[src/rtl/multdiv_issue.sv]
// multdiv_issue: issue/collect stage in front of the multiply and divide units.
// Latches the request, holds operands stable for the selected unit, releases
// that unit's counter reset, stalls upstream until the unit answers (or the
// busy timer expires), then presents the payload to writeback on valid/ack.
// Optional build macro: DIV_ZERO_SHORTCUT_EN (divide by zero answered in IDLE
// without running the divider).
//
// state   | meaning
// --------+--------------------------------------------------------------
// S_IDLE  | waiting for ctrl_mult/ctrl_div, both units held in reset
// S_START | one cycle, selected unit still in reset, busy counter cleared
// S_BUSY  | selected unit running, waiting for its resultRDY or timeout
// S_DONE  | payload valid to writeback, waiting for wb_ack

module multdiv_issue #(
    parameter int TIMEOUT_CYCLES = 40,
    parameter int TAG_W          = 5
) (
    input  logic             clock,
    input  logic             reset_n,
    input  logic             ctrl_mult,
    input  logic             ctrl_div,
    input  logic [31:0]      in_opA,
    input  logic [31:0]      in_opB,
    input  logic [TAG_W-1:0] in_rd,
    output logic             stall,
    output logic [31:0]      md_opA,
    output logic [31:0]      md_opB,
    output logic             mult_rst,
    output logic             div_rst,
    input  logic [31:0]      mult_result,
    input  logic             mult_exception,
    input  logic             mult_resultRDY,
    input  logic [31:0]      div_result,
    input  logic             div_exception,
    input  logic             div_resultRDY,
    output logic             wb_valid,
    output logic [31:0]      wb_result,
    output logic             wb_exception,
    output logic [TAG_W-1:0] wb_rd,
    output logic             wb_is_div,
    input  logic             wb_ack
);

    localparam int CNT_W = $clog2(TIMEOUT_CYCLES + 1);

    typedef enum logic [1:0] {
        S_IDLE  = 2'd0,
        S_START = 2'd1,
        S_BUSY  = 2'd2,
        S_DONE  = 2'd3
    } state_t;

    state_t             r_state;
    logic               r_op_div;
    logic [31:0]        r_md_opA;
    logic [31:0]        r_md_opB;
    logic [TAG_W-1:0]   r_rd;
    logic [CNT_W-1:0]   r_cnt;
    logic               r_wb_valid;
    logic [31:0]        r_wb_result;
    logic               r_wb_exception;
    logic [TAG_W-1:0]   r_wb_rd;
    logic               r_wb_is_div;

    logic               w_req;
    logic               w_div_zero;
    logic               w_sel_rdy;
    logic [31:0]        w_sel_result;
    logic               w_sel_exception;
    logic               w_timeout;
    logic               w_busy;

    assign w_req = ctrl_div | ctrl_mult;

`ifdef DIV_ZERO_SHORTCUT_EN
    assign w_div_zero = ctrl_div && (in_opB == 32'd0);
`else
    assign w_div_zero = 1'b0;
`endif

    assign w_sel_rdy       = r_op_div ? div_resultRDY : mult_resultRDY;
    assign w_sel_result    = r_op_div ? div_result    : mult_result;
    assign w_sel_exception = r_op_div ? div_exception : mult_exception;
    assign w_timeout       = (r_cnt == CNT_W'(TIMEOUT_CYCLES - 1));
    assign w_busy          = (r_state == S_BUSY);

    // A unit only leaves reset while it is the one being waited on in BUSY;
    // reset_n forces both into reset immediately, not one edge later.
    assign mult_rst = !reset_n || !(w_busy && !r_op_div);
    assign div_rst  = !reset_n || !(w_busy &&  r_op_div);

    assign stall        = (r_state != S_IDLE);
    assign md_opA       = r_md_opA;
    assign md_opB       = r_md_opB;
    assign wb_valid     = r_wb_valid;
    assign wb_result    = r_wb_result;
    assign wb_exception = r_wb_exception;
    assign wb_rd        = r_wb_rd;
    assign wb_is_div    = r_wb_is_div;

    // Issue/collect sequencer: request latch, busy timer and writeback payload.
    always_ff @(posedge clock) begin
        if (!reset_n) begin
            r_state        <= S_IDLE;
            r_op_div       <= 1'b0;
            r_md_opA       <= '0;
            r_md_opB       <= '0;
            r_rd           <= '0;
            r_cnt          <= '0;
            r_wb_valid     <= 1'b0;
            r_wb_result    <= '0;
            r_wb_exception <= 1'b0;
            r_wb_rd        <= '0;
            r_wb_is_div    <= 1'b0;
        end else begin
            case (r_state)
                S_IDLE: begin
                    if (w_req) begin
                        r_md_opA <= in_opA;
                        r_md_opB <= in_opB;
                        r_rd     <= in_rd;
                        r_op_div <= ctrl_div;
                        if (w_div_zero) begin
                            r_wb_valid     <= 1'b1;
                            r_wb_result    <= '0;
                            r_wb_exception <= 1'b1;
                            r_wb_rd        <= in_rd;
                            r_wb_is_div    <= 1'b1;
                            r_state        <= S_DONE;
                        end else begin
                            r_state <= S_START;
                        end
                    end
                end
                S_START: begin
                    r_cnt   <= '0;
                    r_state <= S_BUSY;
                end
                S_BUSY: begin
                    r_cnt <= r_cnt + CNT_W'(1);
                    // Ready wins over a timeout landing on the same cycle.
                    if (w_sel_rdy) begin
                        r_wb_valid     <= 1'b1;
                        r_wb_result    <= w_sel_result;
                        r_wb_exception <= w_sel_exception;
                        r_wb_rd        <= r_rd;
                        r_wb_is_div    <= r_op_div;
                        r_state        <= S_DONE;
                    end else if (w_timeout) begin
                        r_wb_valid     <= 1'b1;
                        r_wb_result    <= '0;
                        r_wb_exception <= 1'b1;
                        r_wb_rd        <= r_rd;
                        r_wb_is_div    <= r_op_div;
                        r_state        <= S_DONE;
                    end
                end
                S_DONE: begin
                    if (wb_ack) begin
                        r_wb_valid <= 1'b0;
                        r_state    <= S_IDLE;
                    end
                end
                default: r_state <= S_IDLE;
            endcase
        end
    end

endmodule
[config.mk]
export PLATFORM = sky130hd
export DESIGN_NAME = multdiv_issue
export DESIGN_NICKNAME = d
export VERILOG_FILES = /design/src/rtl/multdiv_issue.sv
export SDC_FILE = /design/constraint.sdc
export NUM_CORES = 1
export LEC_CHECK = 0
export ABC_AREA = 1
export CORE_MARGIN = 4
export CORE_UTILIZATION = 40
export CTS_BUF_LIST = sky130_fd_sc_hd__clkbuf_2
export DETAILED_ROUTE_END_ITERATION = 10
export PLACE_DENSITY = 0.81
export SLEW_MARGIN = 20
export SYNTH_ARGS = -nofsm -noshare
export SYNTH_HDL_FRONTEND = slang
export SYNTH_SLANG_ARGS = --single-unit
[constraint.sdc]
create_clock -name clock -period 1.8 [get_ports clock]
set_input_delay 0.27 -clock clock [delete_from_list [all_inputs] [get_ports clock]]
set_output_delay 0.27 -clock clock [all_outputs]
set_load 0.1 [all_outputs]
==> impl_metrics.json <==
{
  "status": "finished clean",
  "grt_max_degree": 44,
  "timing.setup.tns_ps": 0,
  "post_dp_cell_area_um2": 7140,
  "drc": 0,
  "worst_pin_slew_ps": 445,
  "hpwl_um": 10900,
  "critPathKind": "reg2out",
  "r2r-end": "wb_result[31]",
  "rrSetupSlack_ps": 330,
  "port_buffers": 248,
  "wl_per_cell_um": 13.7,
  "final_common_cell": "nand2_1",
  "fin_nets": 1044,
  "antenna_found_initial": 0,
  "synth-seq-area-share": 0.500,
  "gp_congestion": 0.793,
  "dieHeight_um": 117,
  "slowest_delay_ps": 390,
  "cts.sinks": 118,
  "final_cell_mix": "165 x nand2_1, 162 x nor2_1, 140 x clkdlybuf4s50_1, 115 x dfxtp_1, 114 x buf_4",
  "cp_slowest_cell": "dfxtp_2",
  "via_count": 4900,
  "synth_xor_area_frac": 0.00185,
  "hold_depth": 3,
  "drive_above_1_share": 0.211,
  "syn_nets": 801,
  "fin_ws_ps": 28.4,
  "hold_viol_final": 0,
  "drv_slew": 0,
  "r2r_start": "r_state[0]",
  "async_flop_share": 0,
  "ant_nets": 0,
  "max-slew-margin-rel": 0.703,
  "setup_viol_count_final": 0,
  "antenna_cells": 0,
  "maxCapViolCount": 0,
  "power_density_nw_per_um2": 2040,
  "fin_crit_sh": 0.984,
  "synth_top_family_by_area": "simple AND/OR/NAND/NOR gates",
  "yosys.area_share.simple": 0.294,
  "grt_use_total": 0.202,
  "fill_cells": 1042,
  "initial_core_util": 0.412,
  "dieWidth_um": 117,
  "startpoint_type": "flop",
  "synth_area_um2": 4730,
  "pre_cts_ws_ps": 143,
  "io_pins": 249,
  "hold_start": "reset_n",
  "ys.flop_type": "dfxtp_1",
  "globalRouteOverflowTotal": 0,
  "hold_end": "wb_exception",
  "design_area_um2": 7490,
  "rsz0062_at_grt": "yes",
  "routed_wl_um": 14400,
  "synth_area_per_cell_um2": 7.21,
  "cp_num_cells": 4,
  "cts_root_buf": "clkbuf_2",
  "num_rows": 39,
  "ys_types": 25,
  "grt_pass1_wl_um": 21500,
  "period_minus_slack_ps": 1770,
  "clock_latency_ps": 620,
  "viasPerCell": 4.65,
  "syn_inst": 655,
  "crit_required_ps": 1530,
  "muxShareOfSynthArea": 0,
  "ys_ff_latch": 118,
  "worstPathArrival_ps": 1500,
  "cp_max_fo": 3,
  "cp_cell_sequence": "inv_4, ha_4, nand3_4, buf_12",
  "hp-class": "in2reg",
  "critical_path.top_delay_family": "flip-flops",
  "syn2layout_area_growth_pct": 58.6,
  "cts_buffers": 17,
  "coreArea_um2": 11500,
  "htreeDepth": 4,
  "cts_tree": "done",
  "vdd_ir_drop_max_uv": 1610,
  "fmax_mhz": 564,
  "cts.path.max_buffers": 2,
  "r2r_cells": 8,
  "synth-edff-count": 0,
  "finClkSkew_ps": 20.9,
  "grt_pass1_vias": 4462,
  "cts_hold_buf": 0,
  "critPathBufInv": 2,
  "clk_pin_slew_ps": 170,
  "cp-end-kind": "primary output",
  "dr.first_iter.drc_count": 307,
  "ys_warn_count": 0,
  "final_core_util": 0.653,
  "synth-compound-area-share": 0.138,
  "die_area_um2": 13600,
  "synth_fa_ha_area_frac": 0.0106,
  "cellLeakagePower_uw": 0.00330,
  "drtPass1Iterations": 4
}
==> layer usage <==
| metal | up-vias | routed length [um] | track usage |
|---|---|---|---|
| met3 | 18 | 1870 | 0.107 |
| met1 | 2136 | 5580 | 0.222 |
| met4 | 0 | 280 | 0.0680 |
| met5 | - | 0 | 0 |
| li1 | 2550 | - | - |
| met2 | 196 | 6700 | 0.336 |
==> timing repair <==
action / CTS / global route
gates cloned: 0 / 0
pin swaps: 3 / 0
setup endpoints to repair: 3 / 3
resized for setup: 20 / 0
buffers inserted: 3 / 0
==> flip-flops by register name, summed over array words and instances, names as in the netlist <==
register      count
md_opA           32
wb_rd             5
r_op_div          1
wb_valid          1
wb_exception      1
r_rd              5
r_state           2
r_cnt             6
wb_result        32
wb_is_div         1
md_opB           32
==> power by group <==
group / internal (uW) / switching, uW / leakage (uW) / total, uW
combinational: 2270 / 7350 / 0.00217 / 9620
sequential: 3390 / 426 / 0.000972 / 3820
clock: 893 / 945 / 0.000150 / 1840
==> logic make-up after synthesis <==
| logic type | count (synthesis) |
|---|---|
| simple gates | 353 |
| compound gates | 122 |
| flops | 118 |
| buf+inv | 57 |
| fa+ha+maj | 4 |
| xor+xnor | 1 |
==> cell usage after synthesis (2+ instances only) <==
cell type	instances	share of area
nand2_1	165	0.13
nor2_1	162	0.13
dfxtp_1	118	0.50
o21ai_0	78	0.083
a21oi_1	32	0.034
clkbuf_1	29	0.023
nand2_2	14	0.019
inv_1	12	0.0095
a21oi_2	10	0.019
nand3_1	9	0.0095
buf_2	7	0.0074
ha_1	4	0.011
buf_6	2	0.0048
inv_2	2	0.0016
==> how the worst max path moves through the flow <==
stage	slack (ps)	end	start
floorplan	-10	mult_rst	r_op_div
global placement	200	wb_result[14]	div_resultRDY
detailed placement	140	wb_result[31]	div_resultRDY
CTS	-60	div_rst	r_state[0]
global route	-120	div_rst	r_state[0]
finish	30	div_rst	r_state[0]
==> tightest hold or removal path, delay by kind of cell <==
kind	cells	cell delay (ps)
buf+inv	1	250
simple gates	2	150
==> through the flow <==
step / hold WS (ps) / power, uW / instances
after floorplan: 437 / 11000 / 655
after global placement: 448 / 13300 / 1019
after detailed placement: 453 / 13300 / 1019
after CTS: 0.557 / 15400 / 1053
after global routing: 38.4 / 16100 / 1053
final: 74.1 / 15300 / 1053
==> layout make-up <==
type                       instances  area (um^2)  share of cell area
timing repair buffer             265         2460               0.329
inverter                          16         67.6             0.00902
clock buffer                      19         95.1              0.0127
tap                              143          179              0.0239
sequential                       118         2370               0.316
clock inverter                    12          160              0.0214
multi-input combinational        480         2160               0.288
Power figures use the tool's default switching activity.
